`config.mk`:
```
export PLATFORM = sky130hd
export DESIGN_NAME = audio_cmd_arbiter
export DESIGN_NICKNAME = d
export VERILOG_FILES = /design/src/rtl/audio_cmd_arbiter.sv
export SDC_FILE = /design/constraint.sdc
export NUM_CORES = 1
export LEC_CHECK = 0
export BUFFER_PORTS_ARGS = -buffer_cell sky130_fd_sc_hd__buf_4
export CAP_MARGIN = 20
export CORE_MARGIN = 2
export CORE_UTILIZATION = 57
export CTS_BUF_LIST = sky130_fd_sc_hd__clkbuf_2
export DETAILED_ROUTE_END_ITERATION = 12
export GPL_ROUTABILITY_DRIVEN = 1
export PLACE_DENSITY = 0.9
export RECOVER_POWER = 25
export SYNTH_ARGS = -nofsm -noshare
export SYNTH_HDL_FRONTEND = slang
export SYNTH_SLANG_ARGS = --single-unit
export TNS_END_PERCENT = 20
```
`constraint.sdc`:
```
create_clock -name clk -period 5.5 [get_ports clk]
set_input_delay 0.55 -clock clk [delete_from_list [all_inputs] [get_ports clk]]
set_output_delay 0.55 -clock clk [all_outputs]
set_load 0.05 [all_outputs]
```
`src/rtl/audio_cmd_arbiter.sv`:
```
// Audio command arbiter: latches one pending command per requester and issues them one at a time
// on the Audio_Controller write port, with a HOLDOFF-cycle gap. Define AUDIO_ARB_RR_EN for round-robin.
module audio_cmd_arbiter #(
    parameter int NUM_REQ = 4,
    parameter int HOLDOFF = 64,
    parameter int CMD_W   = 16
) (
    input  logic                     clk,
    input  logic                     rst,
    input  logic [NUM_REQ-1:0]       req,
    input  logic [NUM_REQ*CMD_W-1:0] cmd_in,
    output logic [NUM_REQ-1:0]       ack,
    output logic [NUM_REQ-1:0]       pend,
    output logic                     aud_cs,
    output logic                     aud_rw,
    output logic [CMD_W-1:0]         aud_data,
    output logic [7:0]               drop_cnt
);
    localparam int IDX_W = $clog2(NUM_REQ);
    localparam int CNT_W = (HOLDOFF > 1) ? $clog2(HOLDOFF) : 1;

    typedef enum logic [1:0] {IDLE, ISSUE, HOLD} state_t;

    state_t             state_q, state_d;
    logic [CNT_W-1:0]   cnt_q, cnt_d;
    logic [IDX_W-1:0]   win_q, win_d;
    logic [NUM_REQ-1:0] pend_q, pend_d;
    logic [NUM_REQ-1:0] ack_q, ack_d;
    logic               aud_cs_q, aud_cs_d;
    logic               aud_rw_q, aud_rw_d;
    logic [CMD_W-1:0]   aud_data_q, aud_data_d;
    logic [7:0]         drop_q, drop_d;
    logic [CMD_W-1:0]   slot_q [NUM_REQ];
    logic [CMD_W-1:0]   slot_d [NUM_REQ];
    logic [CMD_W-1:0]   cmd_arr [NUM_REQ];
    logic [IDX_W-1:0]   sel_idx;
    logic               sel_found;
    logic [3:0]         n_drop;
    logic [8:0]         drop_sum;

    always_comb begin
        for (int k = 0; k < NUM_REQ; k++) begin
            cmd_arr[k] = cmd_in[k*CMD_W +: CMD_W];
        end
    end

`ifdef AUDIO_ARB_RR_EN
    logic [IDX_W-1:0] ptr_q, ptr_d;

    // First pass covers indices after the last grant, second pass wraps to the low end.
    always_comb begin
        sel_idx   = '0;
        sel_found = 1'b0;
        for (int k = 0; k < NUM_REQ; k++) begin
            if (!sel_found && pend_q[k] && (IDX_W'(k) > ptr_q)) begin
                sel_idx   = IDX_W'(k);
                sel_found = 1'b1;
            end
        end
        for (int k = 0; k < NUM_REQ; k++) begin
            if (!sel_found && pend_q[k]) begin
                sel_idx   = IDX_W'(k);
                sel_found = 1'b1;
            end
        end
    end

    always_ff @(posedge clk) begin
        if (rst) begin
            ptr_q <= IDX_W'(NUM_REQ - 1);
        end else begin
            ptr_q <= ptr_d;
        end
    end
`else
    always_comb begin
        sel_idx   = '0;
        sel_found = 1'b0;
        for (int k = 0; k < NUM_REQ; k++) begin
            if (!sel_found && pend_q[k]) begin
                sel_idx   = IDX_W'(k);
                sel_found = 1'b1;
            end
        end
    end
`endif

    always_comb begin
        state_d    = state_q;
        cnt_d      = cnt_q;
        win_d      = win_q;
        pend_d     = pend_q;
        slot_d     = slot_q;
        ack_d      = '0;
        aud_cs_d   = 1'b0;
        aud_rw_d   = 1'b1;
        aud_data_d = aud_data_q;
        n_drop     = '0;
`ifdef AUDIO_ARB_RR_EN
        ptr_d      = ptr_q;
`endif

        case (state_q)
            IDLE: begin
                if (|pend_q) begin
                    state_d         = ISSUE;
                    win_d           = sel_idx;
                    ack_d[sel_idx]  = 1'b1;
                    aud_cs_d        = 1'b1;
                    aud_rw_d        = 1'b0;
                    // A same-cycle overwrite of the winner goes out with the new value
                    aud_data_d      = req[sel_idx] ? cmd_arr[sel_idx] : slot_q[sel_idx];
`ifdef AUDIO_ARB_RR_EN
                    ptr_d           = sel_idx;
`endif
                end
            end
            ISSUE: begin
                state_d        = HOLD;
                cnt_d          = CNT_W'(HOLDOFF - 1);
                pend_d[win_q]  = 1'b0;
            end
            HOLD: begin
                if (cnt_q == '0) begin
                    state_d = IDLE;
                end else begin
                    cnt_d = cnt_q - 1'b1;
                end
            end
            default: state_d = IDLE;
        endcase

        // Latching after the issue-clear lets a new request win over the clear
        for (int i = 0; i < NUM_REQ; i++) begin
            if (req[i]) begin
                slot_d[i] = cmd_arr[i];
                pend_d[i] = 1'b1;
                if (pend_q[i] && !((state_q == ISSUE) && (win_q == IDX_W'(i)))) begin
                    n_drop = n_drop + 1'b1;
                end
            end
        end

        drop_sum = {1'b0, drop_q} + {5'd0, n_drop};
        drop_d   = (drop_sum > 9'd255) ? 8'hFF : drop_sum[7:0];
    end

    always_ff @(posedge clk) begin
        if (rst) begin
            state_q    <= IDLE;
            cnt_q      <= '0;
            win_q      <= '0;
            pend_q     <= '0;
            ack_q      <= '0;
            aud_cs_q   <= 1'b0;
            aud_rw_q   <= 1'b1;
            aud_data_q <= '0;
            drop_q     <= '0;
        end else begin
            state_q    <= state_d;
            cnt_q      <= cnt_d;
            win_q      <= win_d;
            pend_q     <= pend_d;
            ack_q      <= ack_d;
            aud_cs_q   <= aud_cs_d;
            aud_rw_q   <= aud_rw_d;
            aud_data_q <= aud_data_d;
            drop_q     <= drop_d;
        end
    end

    // Command slots are pure data; pend_q qualifies them
    always_ff @(posedge clk) begin
        slot_q <= slot_d;
    end

    assign ack      = ack_q;
    assign pend     = pend_q;
    assign aud_cs   = aud_cs_q;
    assign aud_rw   = aud_rw_q;
    assign aud_data = aud_data_q;
    assign drop_cnt = drop_q;

endmodule
```
[Yosys cells after proc, flatten, opt, wreduce, memory -nomap -nowiden]
Index checks and enable logic that the tools add are counted.
Cells by class
  mux-type cells: 40
  eq/ne operators: 8
  reduce and logical (&&, ||, !) cells: 34
  add/subtract/negate cells: 5
  bitwise operators: 5
  $lt $le $gt $ge: 6
Operators by type and width (number)
  $mux 16: 5
  $bmux 16 s2: 2
  $mux 4: 7
  $mux 1: 15
  $logic_and 1x1->1: 13
  $add 4x1->4 const B: 3
  $pmux 6 s2: 1
  $reduce_bool 2->1: 5
  $add 8x4->9: 1
  $gt 9x8->1 const B: 1
  $mux 2: 4
  $mux 8: 1
  $logic_not 1->1: 7
  $eq 2x2->1 const B: 3
  $logic_not 6->1: 1
  $lt 2x3->1 const B: 2
  $mux 6: 1
  $ne 2x2->1 const B: 3
  $pmux 2 s3: 1
  $reduce_and 2->1: 3
  $sub 6x1->6 const B: 1
  $and 4x4->4: 1
  $demux 1 s2: 2
  $eq 2x1->1 const B: 2
  10 further kinds: 13
Word-level totals
  flip-flop bits (word level): 108
  output and inout port bits: 34
  word-level logic and storage cells: 114
  input port bits: 70

[Depth between registers and ports, before layout]
Gate-level depths: netlist (run 1).
  depth after elaboration: 18
  depth in mapped cells: 17
  mapped depth without buffers: 15

[Worst setup path before layout (run 1)]
No wires, ideal clock.
  kind: flip-flop to flip-flop
  start point: register pend_q[1], in the netlist pend[1]
  end point: register drop_q[5], in the netlist drop_cnt[5]
  setup time: 0.091 ns
  buffers on the path: 3
  arrival time: 4.330 ns
  cell stages (with the launch flop): 17
  clock period less this slack: 4.421 ns
  slack: 1.079 ns
  data required time: 5.409 ns
  path through: dfxtp_1 buf_2 buf_2 clkbuf_1 o31a_1 ha_1 mux2_4 ha_1 mux2_2 ha_1 mux2i_1 fa_1 nor2b_1 o21ai_0 a21boi_0 nand3_1 a311oi_1
On the way
  cells in the longest elaborated chain, start to end: 12
RTL lines
  start, declared: RTL line 27  | logic [NUM_REQ-1:0] pend_q, pend_d;
  start signal, assigned: RTL line 163  | pend_q <= pend_d;
  $logic_and 1x1->1 (*): RTL line 138  | if (pend_q[i] && !((state_q == ISSUE) && (win_q == IDX_W'(i)))) begin
  $mux 4 (*): RTL line 138
  $mux 4 (*): RTL line 135  | if (req[i]) begin
  $add 4x1->4: RTL line 139  | n_drop = n_drop + 1'b1;
  $mux 4: RTL line 138
  $mux 4 (*): RTL line 135
  $add 4x1->4: RTL line 139
  $mux 4: RTL line 138
  $mux 4 (*): RTL line 135
  $add 8x4->9 (*): RTL line 144  | drop_sum = {1'b0, drop_q} + {5'd0, n_drop};
  $gt 9x8->1: RTL line 145  | drop_d = (drop_sum > 9'd255) ? 8'hFF : drop_sum[7:0];
  $mux 8 (*): RTL line 145
  end signal, assigned: RTL line 168  | drop_q <= drop_d;
  end, declared: RTL line 32  | logic [7:0] drop_q, drop_d;
Mark *: on every way between the ends. The rest lies on a longest branch, timed or not.
A chain may end at the register's enable or synchronous reset.

[Worst setup path in the final report (run 1)]
  start point: register state_q[0]
  end point: register drop_q[5], in the netlist drop_cnt[5]
On the way
  cells in the longest elaborated chain, start to end: 18
  elaborated cells on any way between the ends: 27
  classes of those cells: 4 x add/sub; 1 x order compare; 1 x eq/ne; 9 x mux; 12 x reduce/logical
RTL lines
  start, declared: RTL line 24  | state_t state_q, state_d;
  start signal, assigned: RTL line 160  | state_q <= state_d;
  $eq 2x1->1 (*): RTL line 138
  $logic_and 1x1->1: RTL line 138
  $logic_not 1->1: RTL line 138
  $logic_and 1x1->1: RTL line 138
  $mux 1: RTL line 138
  $mux 1: RTL line 135
  $add 4x1->4: RTL line 139
  $mux 4: RTL line 138
  [2 not listed]
  $mux 4: RTL line 138
  $mux 4: RTL line 135
  $add 4x1->4: RTL line 139
  $mux 4: RTL line 138
  $mux 4 (*): RTL line 135
  $add 8x4->9 (*): RTL line 144
  $gt 9x8->1: RTL line 145
  $mux 8 (*): RTL line 145
Marks and branches as above.

==> metrics.yaml, run 1 <==
critical_path:
  cp_max_fo: 21
  rr_endpoint: "drop_cnt[5]"
  end_kind: "flop"
  critPathMostFrequentCell: "ha_1"
  timing.critical_path.from_type: "flop"
  critical-path-max-stage-delay_ps: 820
  r2r_slack_ps: 700
  cp_num_buf_inv: 0
  critPathTopFamily: "adder cells"
  required_ps: 6010
  cp.arrival_ps: 5300
  reg2reg_depth: 14
  cp_cell_sequence: "or4b_4, and3_4, ha_1, mux2_4, ha_1, mux2_2, ha_1, mux2i_1, fa_1, nor2b_1, o21ai_0, a21boi_0, nand3_1, a311oi_1"
  critPathKind: "flop to flop"
  r2r-start: "state_q[0]"
  critPathSlowestCell: "dfxtp_1"
floorplan:
  initial_utilization: 0.582
  pin_count: 104
  dieArea_um2: 9580
  die_x_um: 97.9
  die_h_um: 97.9
  rows: 34
  core_area_um2: 8640
sta:
  hold_viol_final: 0
  worst_slew_pin_slew_ps: 1040
  slew_viol_final: 0
  skew_ps: 43.4
  setup_tns_ps: 0
  max_slew_margin: 0.304
  post-route-period-util: 0.872
  max_clock_freq_ghz: 0.209
  period_minus_slack_ps: 4800
  setup_viol: 0
  rsz0062_at_grt: "false"
placement:
  dp_hpwl_mm: 8.53
  placed_area_um2: 5820
  dp_cells: 612
  place.gp.congestion: 0.837
  port_buffers: 103
route:
  dr.pass1.iters: 5
  ant_nets: 0
  first_iter_violations: 390
  wl_per_cell_um: 20.7
  detail_route.vias_per_cell: 6.66
  drc: 0
  vias: 4180
  wl_mm: 13.0
synth:
  yosys.area_share.simple: 0.123
  yosys.area.top_type: "edfxtp_1"
  seq_area_frac_synth: 0.558
  synth_nets: 510
  syn_inst: 430
  syn_avg_cell_area_um2: 11.7
  synth_edf_count: 64
  ys.warnings.count: 0
  synthTopCellsByArea: "edfxtp_1, dfxtp_1, a22oi_1"
  syn_area_um2: 5030
  synth_seq_cells: 108
  synth_top_area_frac: 0.382
  synth-xor-area-share: 0.0119
  async_flop_share: 0
  synth_top_family_by_area: "compound AO/OA/AOI/OAI gates"
  synth-compound-area-share: 0.218
  synth_ff_type: "edfxtp_1"
  synth_cell_type_count: 63
  synthAdderAreaFrac: 0.0264
  synth_mux_area_frac: 0.0177
layout:
  antenna_cells: 0
  final_nets: 595
  final_common_cell: "edfxtp_1"
  area_growth_pct: 16.1
  layout-drive-gt1-share: 0.215
  layout.cells.non_filler: 628
  design_area_um2: 5840
  layout_common_cells: "edfxtp_1, buf_4, dfxtp_1"
  utilization: 0.676
clocking:
  clk_path_buf_depth: 2
  postCtsResizedCells: 0
  htreeDepth: 3
  clk_latency_ps: 600
  ctsHoldBuffers: 0
  cts_setup_buffers: 0
  clock_sinks: 108
  cts_root_buffer: "clkbuf_2"
  clk_pin_slew_ps: 320
  cts_tree: "yes"
  cts_buffers: 9
global_routing:
  antenna_found_initial: 0
  grtUsageTotal: 0.267
  grt_pass1_vias: 4063
  grt_pass1_wl_mm: 20.3
  overflow: 0
  grt_max_degree: 76
worst_hold_path:
  hold_path.class: "input pin to flop"
  holdPathStages: 1
  hold_end: "slot_q[11]"
  hold_start: "cmd_in[59]"
pwr:
  powerDensity_nw_per_um2: 326
  p_leak_nw: 2.15
  irDropWorstVdd_mv: 0.166
  power.total_mw: 1.90
flow_run:
  max-cap-violations: 0
status:
  status: "finished, final reports clean"
## layout make-up
type,count,area (um2)
Multi-Input combinational cell,274,2010
Timing Repair Buffer,108,717
Clock buffer,9,45.0
Fill cell,653,2800
Sequential cell,108,2800
Tap cell,108,135
Clock inverter,7,73.8
Inverter,14,52.6
## how the worst max path moves through the flow
stage	start	endpoint	slack [ps]	cells after the start
after floorplan	pend[1]	drop_cnt[5]	1080	16
after global placement	state_q[0]	drop_cnt[5]	1040	14
after detailed placement	state_q[0]	drop_cnt[5]	850	14
after CTS	state_q[0]	drop_cnt[5]	740	14
after global routing	state_q[0]	drop_cnt[5]	350	14
final	state_q[0]	drop_cnt[5]	700	14
## sequential cells by signal (all words and copies together), names as in the netlist
name      count
aud_rw        1
win_q         2
state_q       2
cnt_q         6
ack           4
drop_cnt      8
aud_data     16
aud_cs        1
slot_q       64
pend          4
## where the power goes
group | internal [mW] | switching [mW]
Clock | 0.108 | 0.271
Combinational | 0.190 | 0.334
Sequential | 0.944 | 0.0534
Total | 1.24 | 0.658
## kinds of logic (layout without fill, tap and decap cells)
family / count (synthesis) / after routing
AO/OA/AOI/OAI: 139 / 139
buffers and inverters: 48 / 138
multiplexers: 8 / 8
XOR/XNOR: 6 / 6
AND/OR/NAND/NOR: 111 / 111
flip-flops: 108 / 108
adder cells (fa/ha/maj): 10 / 10
## cell usage after synthesis, types with 2 or more instances
library cell  count
nand3_1           6
clkbuf_1         16
nor2_1           13
o211ai_1         15
a211oi_1          3
a22oi_1          32
o21ai_0           5
buf_2             9
nand4_1           2
a221oi_1         20
mux2_2            3
buf_6             4
nor3_1            6
a21oi_1          17
buf_1             3
nor4b_1           2
nand2_1          26
nand2b_1          5
xor2_1            2
a32o_1           16
dfxtp_1          44
xnor2_1           3
and2_1            2
or3_1             2
ha_1              9
o311ai_1          2
o311ai_0         13
edfxtp_1         64
and3_1            4
inv_1            13
mux2i_1           4
nand4b_1          2
nor2b_1          32
nand3b_1          2
## metrics by stage
step                setup WS [ps]  hold slack, ps
CTS                           745            94.1
detailed placement            851             456
global placement             1040             453
finish                        704             117
global route                  352            78.8
floorplan                    1080             491
## layer usage
metal | routed length, um | track usage | vias up | share of wire
met5 | 0 | 0 | - | 0
met4 | 394 | 0.122 | 0 | 0.030
met1 | 4950 | 0.332 | 2031 | 0.38
met3 | 1160 | 0.0537 | 47 | 0.089
li1 | - | - | 1864 | -
met2 | 6470 | 0.451 | 238 | 0.50
(Power assumes the default switching activity.)
==> run 2, diff against run 1 <==
CORE_UTILIZATION = 45   (was 57)
PLACE_DENSITY = 0.75   (was 0.9)
REMOVE_ABC_BUFFERS = 1   (was not set)
==> run 2 against run 1 <==
  * Register-to-register slack better by 70 ps
  * Count of clock-buffer cells in the layout did not move
  * Critical path type unchanged
  * First-iteration DRC count shrank 14%
  * Utilization down 13 points
  * Wire length down 3.0%
  * Largest power group unchanged
  * Highest routed layer unchanged
==> metrics.yaml, run 2 (synthesis results as in run 1) <==
global_routing:
  grt_pass1_vias: 3933
  grt_pass1_wl_mm: 19.6
  grt_max_degree: 76
  antenna_found_initial: 0
  grtUsageTotal: 0.215
  overflow: 0
layout:
  final_common_cell: "edfxtp_1"
  layout-drive-gt1-share: 0.235
  design_area_um2: 5930
  largest_reg_flops: 64
  seq_area_um2: 2800
  largest-register: "slot_q"
  multi_input_comb_area_um2: 2010
  final_nets: 595
  antenna_cells: 0
  nFillCells: 967
  layout.cells.non_filler: 660
  utilization: 0.544
  layout_common_cells: "edfxtp_1, buf_4, dfxtp_1"
  area_growth_pct: 17.9
sta:
  setup_tns_ps: 0
  worst_slew_pin_slew_ps: 1050
  hold_viol_final: 0
  setup_viol: 0
  skew_ps: 28.6
  period_minus_slack_ps: 4730
  layout_setup_ws_ps: 772
  post-route-period-util: 0.860
  rsz0062_at_grt: "false"
  max_slew_margin: 0.300
  max_clock_freq_ghz: 0.211
  slew_viol_final: 0
pwr:
  switching_share: 0.335
  p_clk_frac: 0.219
  p_leak_nw: 2.19
  p_switching_mw: 0.648
  powerDensity_nw_per_um2: 327
  combPwrFrac: 0.265
  p_seq_frac: 0.516
  irDropWorstVdd_mv: 0.199
  p_int_mw: 1.29
route:
  vias: 3890
  ant_nets: 0
  wl_per_cell_um: 19.1
  wl_mm: 12.6
  dr.pass1.iters: 5
  detail_route.vias_per_cell: 5.89
  drc: 0
  first_iter_violations: 334
floorplan:
  die_h_um: 110
  die_x_um: 110
  initial_utilization: 0.462
  rows: 38
  core_area_um2: 10900
  pin_count: 104
  dieArea_um2: 12000
critical_path:
  timing.critical_path.from_type: "flop"
  cp_max_fo: 21
  r2r-start: "state_q[0]"
  startpoint: "state_q[0]"
  required_ps: 6010
  cp.arrival_ps: 5240
  end_kind: "flop"
  critPathKind: "flop to flop"
worst_hold_path:
  hold_path.class: "input pin to flop"
  hold_start: "cmd_in[58]"
clocking:
  postCtsResizedCells: 0
  htreeDepth: 3
  cts_setup_buffers: 0
  clk_latency_ps: 590
  clock_sinks: 108
  ctsHoldBuffers: 0
  clk_path_buf_depth: 2
  cts_root_buffer: "clkbuf_2"
  cts_buffers: 9
  clk_pin_slew_ps: 280
  cts_tree: "yes"
placement:
  placed_area_um2: 5850
  place.gp.congestion: 0.781
  port_buffers: 103
  post-place-ws_ps: 854
  dp_cells: 644
  dp_hpwl_mm: 8.01
flow_run:
  max-cap-violations: 0
status:
  status: "finished, final reports clean"
==> run 2: path summary, 6_finish.rpt <==
| path | endpoint | slack (ps) | cells after the start |
|---|---|---|---|
| worst max-delay path | drop_cnt[5] | 770 | 14 |
| worst min-delay path | slot_q[10] | 140 | 1 |
| worst max register to register | drop_cnt[5] | 770 | 14 |
| worst min register to register | aud_data[7] | 510 | 1 |
==> run 2: power by group through the flow <==
| stage | sequential [mW] | combinational (mW) | clock (mW) |
|---|---|---|---|
| after global routing | 1.01 | 0.557 | 0.463 |
| final | 0.998 | 0.513 | 0.424 |
| after CTS | 0.998 | 0.523 | 0.434 |
| after detailed placement | 1.02 | 0.522 | 0 |
| after floorplan | 1.13 | 0.209 | 0 |
| after global placement | 1.01 | 0.509 | 0 |
==> run 2: area by class of cell <==
class,instances,share of cell area
flip-flops and latches,108,0.473
well taps,140,0.0295
clock inverters,7,0.0167
inverters,14,0.00886
clock buffers,9,0.00760
multi-input cells,274,0.339
repair buffers,108,0.125
==> run 2: routing by layer <==
| metal | global-route usage | share of wire |
|---|---|---|
| met1 | 0.268 | 0.42 |
| met4 | 0.0588 | 0.0085 |
| met5 | 0 | 0 |
| met2 | 0.376 | 0.50 |
| met3 | 0.0462 | 0.074 |
==> run 2: stage by stage <==
stage	hold WS (ps)	total power, mW
final	139	1.94
after global routing	70.8	2.03
after CTS	60.6	1.95
after detailed placement	456	1.54
after global placement	453	1.52
after floorplan	493	1.34
==> run 2: critical path, cell delays in order (launching register included) <==
cell and delay [ps]:
dfxtp_1 830, or4b_4 550, and3_4 200, ha_1 290, mux2_4 280, ha_1 290
mux2_2 290, ha_1 300, mux2i_1 90, fa_1 430, nor2b_1 120, o21ai_0 120
a21boi_0 300, nand3_1 270, a311oi_1 330
==> run 3, diff against run 2 <==
ABC_AREA = 1   (was not set)
PLACE_DENSITY = 0.74   (was 0.75)
SETUP_SLACK_MARGIN = 0.3   (was not set)
==> run 3 against run 2 <==
  * Non-clock buffer count increased by 15
  * Total power increased by 1.5%
  * Hold slack got worse by 41 ps
  * Wire length increased by 11%
  * Final area increased by 13%
  * Critical endpoint unchanged
  * Largest cell class unchanged
  * Largest power group unchanged
  * Highest routed layer unchanged
==> metrics.yaml, run 3 <==
status:
  status: "finished, final reports clean"
critical_path:
  critPathKind: "input pin to flop"
  cp_max_fo: 17
  required_ps: 6070
  cp.arrival_ps: 4800
  r2r-start: "state_q[0]"
  end_kind: "flop"
  timing.critical_path.from_type: "input pin"
  r2r_slack_ps: 1530
  startpoint: "req[0]"
layout:
  area_growth_pct: 17.6
  final_nets: 885
  final_common_cell: "nand2_1"
  layout.cells.non_filler: 983
  design_area_um2: 6690
  largest-register: "slot_q"
  layout_common_cells: "nand2_1, inv_1, nand3_1"
  largest_reg_flops: 64
  layout-drive-gt1-share: 0.158
clocking:
  clk_latency_ps: 630
  clk_pin_slew_ps: 290
  postCtsResizedCells: 0
  cts_tree: "yes"
  htreeDepth: 3
  cts_buffers: 9
  cts_root_buffer: "clkbuf_2"
  clk_path_buf_depth: 2
  clock_sinks: 108
route:
  detail_route.vias_per_cell: 4.91
  drc: 0
  first_iter_violations: 356
  wl_per_cell_um: 14.2
  wl_mm: 13.9
  vias: 4829
  dr.pass1.iters: 5
  ant_nets: 0
worst_hold_path:
  hold_path.class: "input pin to flop"
  hold_start: "cmd_in[38]"
sta:
  rsz0062_at_grt: "false"
  period_minus_slack_ps: 4230
  skew_ps: 21.2
  setup_tns_ps: 0
  setup_viol: 0
  max_slew_margin: 0.265
  post-route-period-util: 0.769
  worst_slew_pin_slew_ps: 1100
  hold_viol_final: 0
  holdWs_ps: 97.5
  max_clock_freq_ghz: 0.236
  slew_viol_final: 0
pwr:
  irDropWorstVdd_mv: 0.151
  switching_share: 0.366
  p_leak_nw: 3.14
  p_switching_mw: 0.720
  p_clk_frac: 0.194
  p_seq_frac: 0.501
  p_int_mw: 1.25
  combPwrFrac: 0.305
  powerDensity_nw_per_um2: 294
synth:
  syn_avg_cell_area_um2: 8.04
  ys.warnings.count: 0
  synth_edf_count: 64
  seq_area_frac_synth: 0.493
  synthTopCellsByArea: "edfxtp_1, nand2_1, dfxtp_1"
  synth_seq_cells: 108
  yosysMostFrequentCell: "nand2_1"
  async_flop_share: 0
  synth_top_area_frac: 0.338
  syn_inst: 707
  syn_area_um2: 5690
  synth_ff_type: "edfxtp_1"
  yosys.area.top_type: "edfxtp_1"
  synth_commonest_cells: "nand2_1, inv_1, nand3_1, edfxtp_1, dfxtp_1"
  synth_cell_type_count: 35
placement:
  dp_hpwl_mm: 8.45
  dp_cells: 948
  port_buffers: 103
  placed_area_um2: 6450
  place.gp.congestion: 0.851
floorplan:
  dieArea_um2: 13500
  core_area_um2: 12500
  rows: 41
  pin_count: 104
  initial_utilization: 0.456
  die_x_um: 116
  die_h_um: 116
global_routing:
  grt_max_degree: 75
  antenna_found_initial: 0
  grt_pass1_wl_mm: 21.9
  grt_pass1_vias: 4388
  grtUsageTotal: 0.213
  overflow: 0
flow_run:
  max-cap-violations: 0
run 3: cell types whose count changed in the layout (fill, tap and decap cells not counted), sizes merged, moves of 15 or more:
cell and delta:
a21oi +25, a221oi -20, a22oi -32, a32o -16, dlygate4sd3 +18, inv +69
nand2 +230, nand3 +74, nor2 +31, nor2b -33, o211ai -15, o311ai -15
run 3: final cells by class:
type | count | area [um2]
Fill cell | 1195 | 5780
Clock buffer | 9 | 45.0
Tap cell | 172 | 215
Antenna cell | 1 | 2.50
Clock inverter | 7 | 77.6
Multi-Input combinational cell | 479 | 2330
Inverter | 84 | 315
Sequential cell | 108 | 2800
Timing Repair Buffer | 123 | 897
run 3: logic make-up after synthesis:
family                     share of synthesized area
and+or+nand+nor                                0.323
buffers and inverters                         0.0973
DFF                                            0.493
AOI/OAI and AO/OA                             0.0557
adders and majority gates                     0.0233
xor gates and xnor gates                     0.00770
run 3: worst paths after layout:
path / end / depth (start not counted)
worst min-delay path: slot_q[22] / 1
worst max register to register: drop_cnt[5] / 23
worst min register to register: aud_data[7] / 2
worst max-delay path: drop_cnt[5] / 21
run 3: per-stage QoR:
stage | utilization | power [mW] | setup slack, ps
final | 0.536 | 1.97 | 1270
after global routing | 0.536 | 2.09 | 833
after CTS | 0.527 | 1.98 | 1550
after detailed placement | 0.518 | 1.60 | 1360
after global placement | 0.518 | 1.59 | 1430
after floorplan | - | 1.39 | 1770
run 3: timing repair:
action                                  4_1_cts  5_1_grt
hold buffers                                  0       18
endpoints found under the hold margin         0       18
endpoints found under the setup margin        0        0
setup buffers                                 0        0
run 3: power by group through the flow:
stage               clock network, mW  registers (mW)  logic (mW)
finish                          0.382           0.985       0.598
CTS                             0.392           0.985       0.598
detailed placement                  0            1.00       0.596
global route                    0.422           0.994       0.669
floorplan                           0            1.10       0.295
global placement                    0            1.00       0.589
run 3: routing by layer:
metal,GRT usage,routed length [um]
met5,0,0
met4,0.0730,286
met3,0.0410,818
met2,0.351,6700
met1,0.282,6120
run 3: critical path: stages:
cell	delay, ps
clkbuf_1	790
inv_1	250
nor2_1	210
ha_1	250
nand2_1	80
nand2_1	80
ha_1	290
nand2_1	70
o21ai_0	120
ha_1	300
inv_1	30
o21ai_0	210
inv_1	90
fa_1	440
inv_1	70
a21oi_1	50
o21ai_0	280
nand3_1	140
nor2_1	150
nand2_1	170
a21oi_1	170
